==> src/rtl/object_drawer.sv <==
// Pixel engine for background fills and 8x8 sprite draws behind the plot handshake.
// Two-stage pipeline aligned to a registered sprite ROM; one pixel issued per cycle.
module object_drawer #(
  parameter int unsigned SCREEN_W    = 160,
  parameter int unsigned SCREEN_H    = 120,
  parameter logic [2:0]  BG_COLOUR   = 3'b000,
  parameter logic [2:0]  TRANSPARENT = 3'b101
) (
  input  logic       Clock,
  input  logic       Reset,
  input  logic       plotSignal,
  input  logic       backgroundSignal,
  input  logic       drawBackgroundState,
  input  logic       drawObjectState,
  input  logic [7:0] object,
  input  logic [7:0] posX,
  input  logic [6:0] posY,
  output logic [9:0] spriteAddr,
  input  logic [2:0] spriteData,
  output logic [7:0] x,
  output logic [6:0] y,
  output logic [2:0] colour,
  output logic       writeEn,
  output logic       done,
  output logic       backgroundDone
);

  localparam logic [8:0] XLimit = 9'(SCREEN_W);
  localparam logic [7:0] YLimit = 8'(SCREEN_H);
  localparam logic [7:0] CxLast = 8'(SCREEN_W - 1);
  localparam logic [6:0] CyLast = 7'(SCREEN_H - 1);

  typedef enum logic [2:0] {StIdle, StBg, StObj, StFlush, StDone} stateT;

  stateT      state;
  logic [7:0] cx;
  logic [6:0] cy;
  logic [3:0] idQ;
  logic [7:0] posXQ;
  logic [6:0] posYQ;
  logic       isBg;
  logic       flushCnt;

  // Stage 1: target coordinates, aligned with spriteData
  logic       s1Valid;
  logic       s1Bg;
  logic [7:0] s1X;
  logic [6:0] s1Y;

  logic [7:0] cxNext;
  logic [6:0] cyNext;
  logic       lastPixel;
  logic [8:0] tx;
  logic [7:0] ty;
  logic       tgtValid;
  logic       objOk;

  assign objOk = (object >= 8'd1) && (object <= 8'd9);

  always_comb begin
    cxNext    = cx + 8'd1;
    cyNext    = cy;
    lastPixel = 1'b0;
    if (state == StBg) begin
      if (cx == CxLast) begin
        cxNext    = '0;
        cyNext    = cy + 7'd1;
        lastPixel = (cy == CyLast);
      end
      tx = {1'b0, cx};
      ty = {1'b0, cy};
    end else begin
      if (cx == 8'd7) begin
        cxNext    = '0;
        cyNext    = cy + 7'd1;
        lastPixel = (cy == 7'd7);
      end
      tx = {1'b0, posXQ} + {6'b0, cx[2:0]};
      ty = {1'b0, posYQ} + {5'b0, cy[2:0]};
    end
    // Off-screen targets are dropped, never wrapped
    tgtValid = (tx < XLimit) && (ty < YLimit);
  end

  always_ff @(posedge Clock or negedge Reset) begin
    if (!Reset) begin
      state          <= StIdle;
      cx             <= '0;
      cy             <= '0;
      idQ            <= '0;
      posXQ          <= '0;
      posYQ          <= '0;
      isBg           <= 1'b0;
      flushCnt       <= 1'b0;
      s1Valid        <= 1'b0;
      s1Bg           <= 1'b0;
      s1X            <= '0;
      s1Y            <= '0;
      spriteAddr     <= '0;
      x              <= '0;
      y              <= '0;
      colour         <= '0;
      writeEn        <= 1'b0;
      done           <= 1'b0;
      backgroundDone <= 1'b0;
    end else begin
      done           <= 1'b0;
      backgroundDone <= 1'b0;
      s1Valid        <= 1'b0;
      // Stage 2
      x              <= s1X;
      y              <= s1Y;
      colour         <= s1Bg ? BG_COLOUR : spriteData;
      writeEn        <= s1Valid && (s1Bg || (spriteData != TRANSPARENT));

      case (state)
        StIdle: begin
          if (plotSignal && backgroundSignal && drawBackgroundState) begin
            state <= StBg;
            isBg  <= 1'b1;
            cx    <= '0;
            cy    <= '0;
          end else if (plotSignal && drawObjectState && !backgroundSignal) begin
            isBg  <= 1'b0;
            idQ   <= object[3:0];
            posXQ <= posX;
            posYQ <= posY;
            cx    <= '0;
            cy    <= '0;
            if (objOk) begin
              state      <= StObj;
              spriteAddr <= {object[3:0], 6'b0};
            end else begin
              state <= StDone;
              done  <= 1'b1;
            end
          end
        end
        StBg, StObj: begin
          if (!plotSignal) begin
            state   <= StIdle;
            writeEn <= 1'b0;
          end else begin
            s1Valid <= tgtValid;
            s1Bg    <= (state == StBg);
            s1X     <= tx[7:0];
            s1Y     <= ty[6:0];
            cx      <= cxNext;
            cy      <= cyNext;
            // Address runs one pixel ahead to cover the ROM latency
            if (state == StObj) spriteAddr <= {idQ, cyNext[2:0], cxNext[2:0]};
            if (lastPixel) begin
              state    <= StFlush;
              flushCnt <= 1'b0;
              cx       <= '0;
              cy       <= '0;
            end
          end
        end
        StFlush: begin
          if (!plotSignal) begin
            state   <= StIdle;
            writeEn <= 1'b0;
          end else if (flushCnt) begin
            state <= StDone;
            if (isBg) backgroundDone <= 1'b1;
            else      done           <= 1'b1;
          end else begin
            flushCnt <= 1'b1;
          end
        end
        StDone:  state <= StIdle;
        default: state <= StIdle;
      endcase
    end
  end

endmodule

==> config.mk <==
export PLATFORM = sky130hd
export DESIGN_NAME = object_drawer
export DESIGN_NICKNAME = d
export VERILOG_FILES = /design/src/rtl/object_drawer.sv
export SDC_FILE = /design/constraint.sdc
export NUM_CORES = 1
export LEC_CHECK = 0
export BUFFER_PORTS_ARGS = -buffer_cell sky130_fd_sc_hd__buf_4
export CORE_MARGIN = 2
export CORE_UTILIZATION = 40
export CTS_CLUSTER_DIAMETER = 80
export DETAILED_ROUTE_END_ITERATION = 8
export PLACE_DENSITY = 0.6
export SLEW_MARGIN = 20
export SYNTH_ARGS = -nofsm -noshare
export SYNTH_HDL_FRONTEND = slang
export SYNTH_SLANG_ARGS = --single-unit
==> constraint.sdc <==
create_clock -name Clock -period 3.3 [get_ports Clock]
set_input_delay 0.165 -clock Clock [delete_from_list [all_inputs] [get_ports Clock]]
set_output_delay 0.165 -clock Clock [all_outputs]
set_load 0.02 [all_outputs]
* Word level (Yosys, flattened, before mapping)
Index checks and enable logic that the tools add are counted.
Storage, ports and cells: register bits 87, bits in latches 0, RAM bits 0, ROM bits 0, bits of input ports 32, memories kept 0
Cells by class: add/subtract/negate cells 4, multiply operators 0, div/mod/pow operators 0, $lt $le $gt $ge 4, equality and inequality tests 20, shift operators 0, multiplexer cells 57, bitwise operators 1, reductions and logical operators 23
Operator list (count):
- 8-bit 2-to-1 mux | 8
- 10-bit 2-to-1 mux | 5
- 7-bit 2-to-1 mux | 7
- 3-bit 2-to-1 mux | 8
- 1-bit 2-to-1 mux | 22
- 10-bit one-hot mux with 2 select lines | 1
- 8-bit one-hot mux with 2 select lines | 1
- 2-bit != test, second input constant | 7
- 7-bit one-hot mux with 2 select lines | 1
- 3-bit != test, second input constant | 4
- 8-bit by 3-bit adder with 9-bit output | 1
- 9-bit by 8-bit < comparator with 1-bit output, second input constant | 1
- 9-bit 2-to-1 mux | 1
- 3-bit one-hot mux with 3 select lines | 1
- 3-bit AND reduction | 3
- 7-bit by 3-bit adder with 8-bit output | 1
- 8-bit by 1-bit adder with 8-bit output, second input constant | 1
- 8-bit by 3-bit equality test with 1-bit output, second input constant | 1
- 8-bit equality test, second input constant | 1
- 8-bit by 1-bit >= comparator with 1-bit output, second input constant | 1
- 8-bit by 4-bit less-or-equal comparator with 1-bit output, second input constant | 1
- 8-bit by 7-bit < comparator with 1-bit output, second input constant | 1
- 4-bit != test, second input constant | 2
- 7-bit by 1-bit adder with 7-bit output, second input constant | 1
- other kinds (17) | 28

* Depth between registers and ports, before layout
word-level depth 6, mapped depth 9, gate-level depth less buffers 9

* Worst setup path before layout
No wires, ideal clock.
path type flip-flop to flip-flop, start point register state[1], end point register cy[5], library setup time 0.136 ns, arrival 1.848 ns, required time 3.164 ns, setup slack 1.315 ns, stages on the path, launching flop included 9, buffers on the path 2, period minus slack after synthesis 1.985 ns, cell sequence dfrtp_1 buf_6 nor3b_2 buf_6 nand3_4 a2111oi_4 o21ai_0 a22oi_1 o21ai_0
Between the ends: longest elaborated chain between the ends 5, elaborated cells on any way between the ends 15, those cells by class eq/ne (6); mux (5); reduce/logical (4)
Ends and longest elaborated chain:
- from (decl) | RTL line 35 | stateT state;
- from (signal assigned) | RTL line 87 | state <= StIdle;
- from (signal assigned) | RTL line 119 | state <= StBg;
- from (signal assigned) | RTL line 131 | state <= StObj;
- 3-bit by 1-bit equality test with 1-bit output | RTL line 64, 116
- 7-bit 2-to-1 mux / 1-bit 2-to-1 mux (equally long branches) | RTL line 64 | if (state == StBg) begin
- 7-bit 2-to-1 mux | RTL line 152 | if (lastPixel) begin
- 7-bit 2-to-1 mux | RTL line 140 | if (!plotSignal) begin
- 7-bit one-hot mux with 2 select lines | RTL line 116 | case (state)
- to (signal assigned) | RTL line 149 | cy <= cyNext;
- to (decl) | RTL line 37 | logic [6:0] cy;
Several ways; a longest one is shown, not always the timed one. The select of a mux whose other input is x is not followed. A chain may end at the register's enable or synchronous reset.

* Worst setup path in the final report
start point register state[1], end point register cy[6]
Same word-level chain as after synthesis.

==> key figures <==
Worst setup path
  • Crit path max fanout: 10
  • CP Data Required Time: 3570 ps
  • Setup crit end: cy[6]
  • Reg2Reg Depth: 6
  • Worst R2R Start: state[1]
  • Crit path arrival time: 2750 ps
  • Crit start category: flip-flop
  • Crit Path Class: reg -> reg
  • Terminus of the critical flop-to-flop path: cy[6]
  • Setup crit end kind: flip-flop
  • CP Launch Point: state[1]
  • FF-to-FF setup slack: 820 ps

Final layout
  • Area Overhead vs Synth: 19.2%
  • Layout cells sized above 1: 0.247
  • Post-route cell area: 4960 um^2
  • Antenna Cells: 0
  • Final nets: 494

Yosys
  • Yosys top cell by area: dfrtp_1
  • Post-synthesis register bit count: a little under 90
  • Mapped Nets: approximately 430
  • Syn_area_per_cell: 10.7 um^2
  • Sequential element share of the synthesized area: 0.524
  • FFs w/ async S/R, synth: 1.00
  • Synth Instances: 389
  • Area fraction of the dominant cell type after synthesis: 0.524
  • Top post-synthesis cells by area: dfrtp_1, o21ai_0, mux2_2
  • Netlist cell types: 50
  • Synth Cell Area: just over 4000 um^2
  • Commonest cells in the netlist: dfrtp_1, o21ai_0, nand2_1
  • Top-count cell post-synth: dfrtp_1
  • Post-synth EDFFs: 0
  • Top FF cell, synth: dfrtp_1
  • Yosys Warn Count: 0

STA
  • Tcrit/Tclk final: 0.753
  • Minimum clock period: roughly 2500 ps
  • Slew HR: 0.479
  • Final Slew Violations: 0
  • Setup Viol. Count Final: 0
  • Max Clk Rate: 0.403 GHz
  • Unrepaired setup endpoints after global routing: false
  • Hold Vio Cnt, Final: 0
  • Clock Skew: between 9 and 10 ps
  • Setup TNS: 0 ps
  • Least-Margin Pin Slew: a little under 800 ps

Clocking
  • CTS Buf Count: 9
  • TritonCTS clock tree: yes
  • Clk slew on worst S/H paths: 90 ps
  • H-tree depth: 3
  • Clock root buffer: clkbuf_8
  • Sink Count: 87
  • Clock latency on the worst-skew pair: 350 ps
  • CTS resizes: 0
  • Clock tree buffer depth: 2
  • # Post-CTS Setup Buffers: 0

Floorplanning
  • Initial Util: 0.408
  • Die W: 106 um
  • Die area: roughly 11000 um^2
  • Row cnt: 37
  • CORE AREA: roughly 10000 um^2
  • Die Y: 106 um
  • Num ports: 63

Global route
  • Grt ovf: 0
  • First-pass GRT wire length: 14400 um
  • Largest net degree at the start of global routing: roughly 90
  • Vias in the first global route: just under 3000
  • GR Util All Layers: 0.163
  • Initial antenna violation count: 0

Min path
  • Min-delay worst type: in -> reg

Status
  • Outcome: completed

Route
  • Vias: 3087
  • Routed WL: 8710 um
  • Drt first pass iters: 4
  • DRC: 0
  • Wire per inst: roughly 15 um
  • Initial DRC count: 190
  • Drt via density: 5.21
  • Final antenna-violating net count: 0

Job
  • Maxcap violations: 0

Power
  • Power per cell area: ~840 nW/um^2
  • Peak supply drop: 0.000327 V
  • Leak: 2.29 nW
  • Total power draw: 4.17 mW

Place
  • DP Area: 4750 um^2
  • HPWL after DPL: 6190 um
  • GP Congestion: 0.863
  • PortBufs: 62
final cells by class:
cell class	count	area [um^2]
fillers	973	5230
multi-input cells	277	1860
well taps	136	170
flip-flops and latches	87	2180
clock buffers	9	124
clock inverters	7	71.3
inverters	8	30.0
repair buffers	69	524
metal layers:
layer | track usage | routed length (um)
met1 | 0.238 | 4330
met2 | 0.241 | 3930
met3 | 0.0258 | 365
met4 | 0.0714 | 80
met5 | 0 | 0
cells by family after synthesis:
family          synth area share
buf+inv                   0.0307
flops                      0.524
mux                       0.0858
fa+ha+maj                 0.0361
compound gates             0.133
xor+xnor                  0.0274
simple gates               0.164
critical path, stage by stage (launching register included):
cell	delay, ps
dfrtp_1	500
nor3b_4	490
nand2_1	100
a21oi_1	590
nor3b_2	410
a22oi_1	140
o21ai_0	180
per-stage QoR:
stage	std cells	worst slack [ps]	util	hold slack (ps)
floorplan	389	1320	-	-131
finish	593	816	0.487	33.0
CTS	592	835	0.485	15.9
global placement	576	900	0.466	361
global route	593	601	0.487	17.0
detailed placement	576	881	0.466	361
repair_timing:
action	in CTS	in global routing
setup endpoints to repair	0	0
hold buffers	0	1
endpoints found under the hold margin	0	87
flip-flops by register name, indices dropped and copies added, names as in the netlist:
signal and count:
s1Y 7, s1X 8, spriteAddr 10, s1Valid 1, colour 3, state 3
posXQ 8, cx 8, cy 7, x 8, backgroundDone 1, y 7
done 1, isBg 1, flushCnt 1, s1Bg 1, idQ 4, posYQ 7
writeEn 1
layout by cell type (no fill, tap or decap), drive strengths merged, types with 5 or more instances in the layout:
| cell type | instances |
|---|---|
| mux2 | 21 |
| nand2 | 47 |
| clkbuf | 9 |
| ha | 8 |
| xor2 | 6 |
| o31ai | 6 |
| inv | 10 |
| nor2b | 10 |
| buf | 68 |
| mux2i | 12 |
| a21oi | 12 |
| o21ai | 48 |
| nand3 | 12 |
| dfrtp | 87 |
| nand4 | 5 |
| nor3 | 8 |
| nor2 | 20 |
| and3 | 14 |
| xnor2 | 7 |
worst min path at each step:
| stage | startpoint | endpoint | slack, ps | cells past startpoint |
|---|---|---|---|---|
| floorplan | Reset | backgroundDone | -130 | 0 |
| global placement | s1Y[5] | y[5] | 360 | 0 |
| detailed placement | s1Y[0] | y[0] | 360 | 0 |
| CTS | posY[3] | posYQ[3] | 20 | 2 |
| global route | posY[1] | posYQ[1] | 20 | 2 |
| finish | posY[3] | posYQ[3] | 30 | 2 |
where the power goes:
group,total [mW],internal [mW],switching [mW]
clock,0.752,0.353,0.399
combinational,1.69,0.738,0.947
sequential,1.73,1.44,0.295
total,4.17,2.53,1.64
No activity file was read; power rests on OpenSTA's default activity.
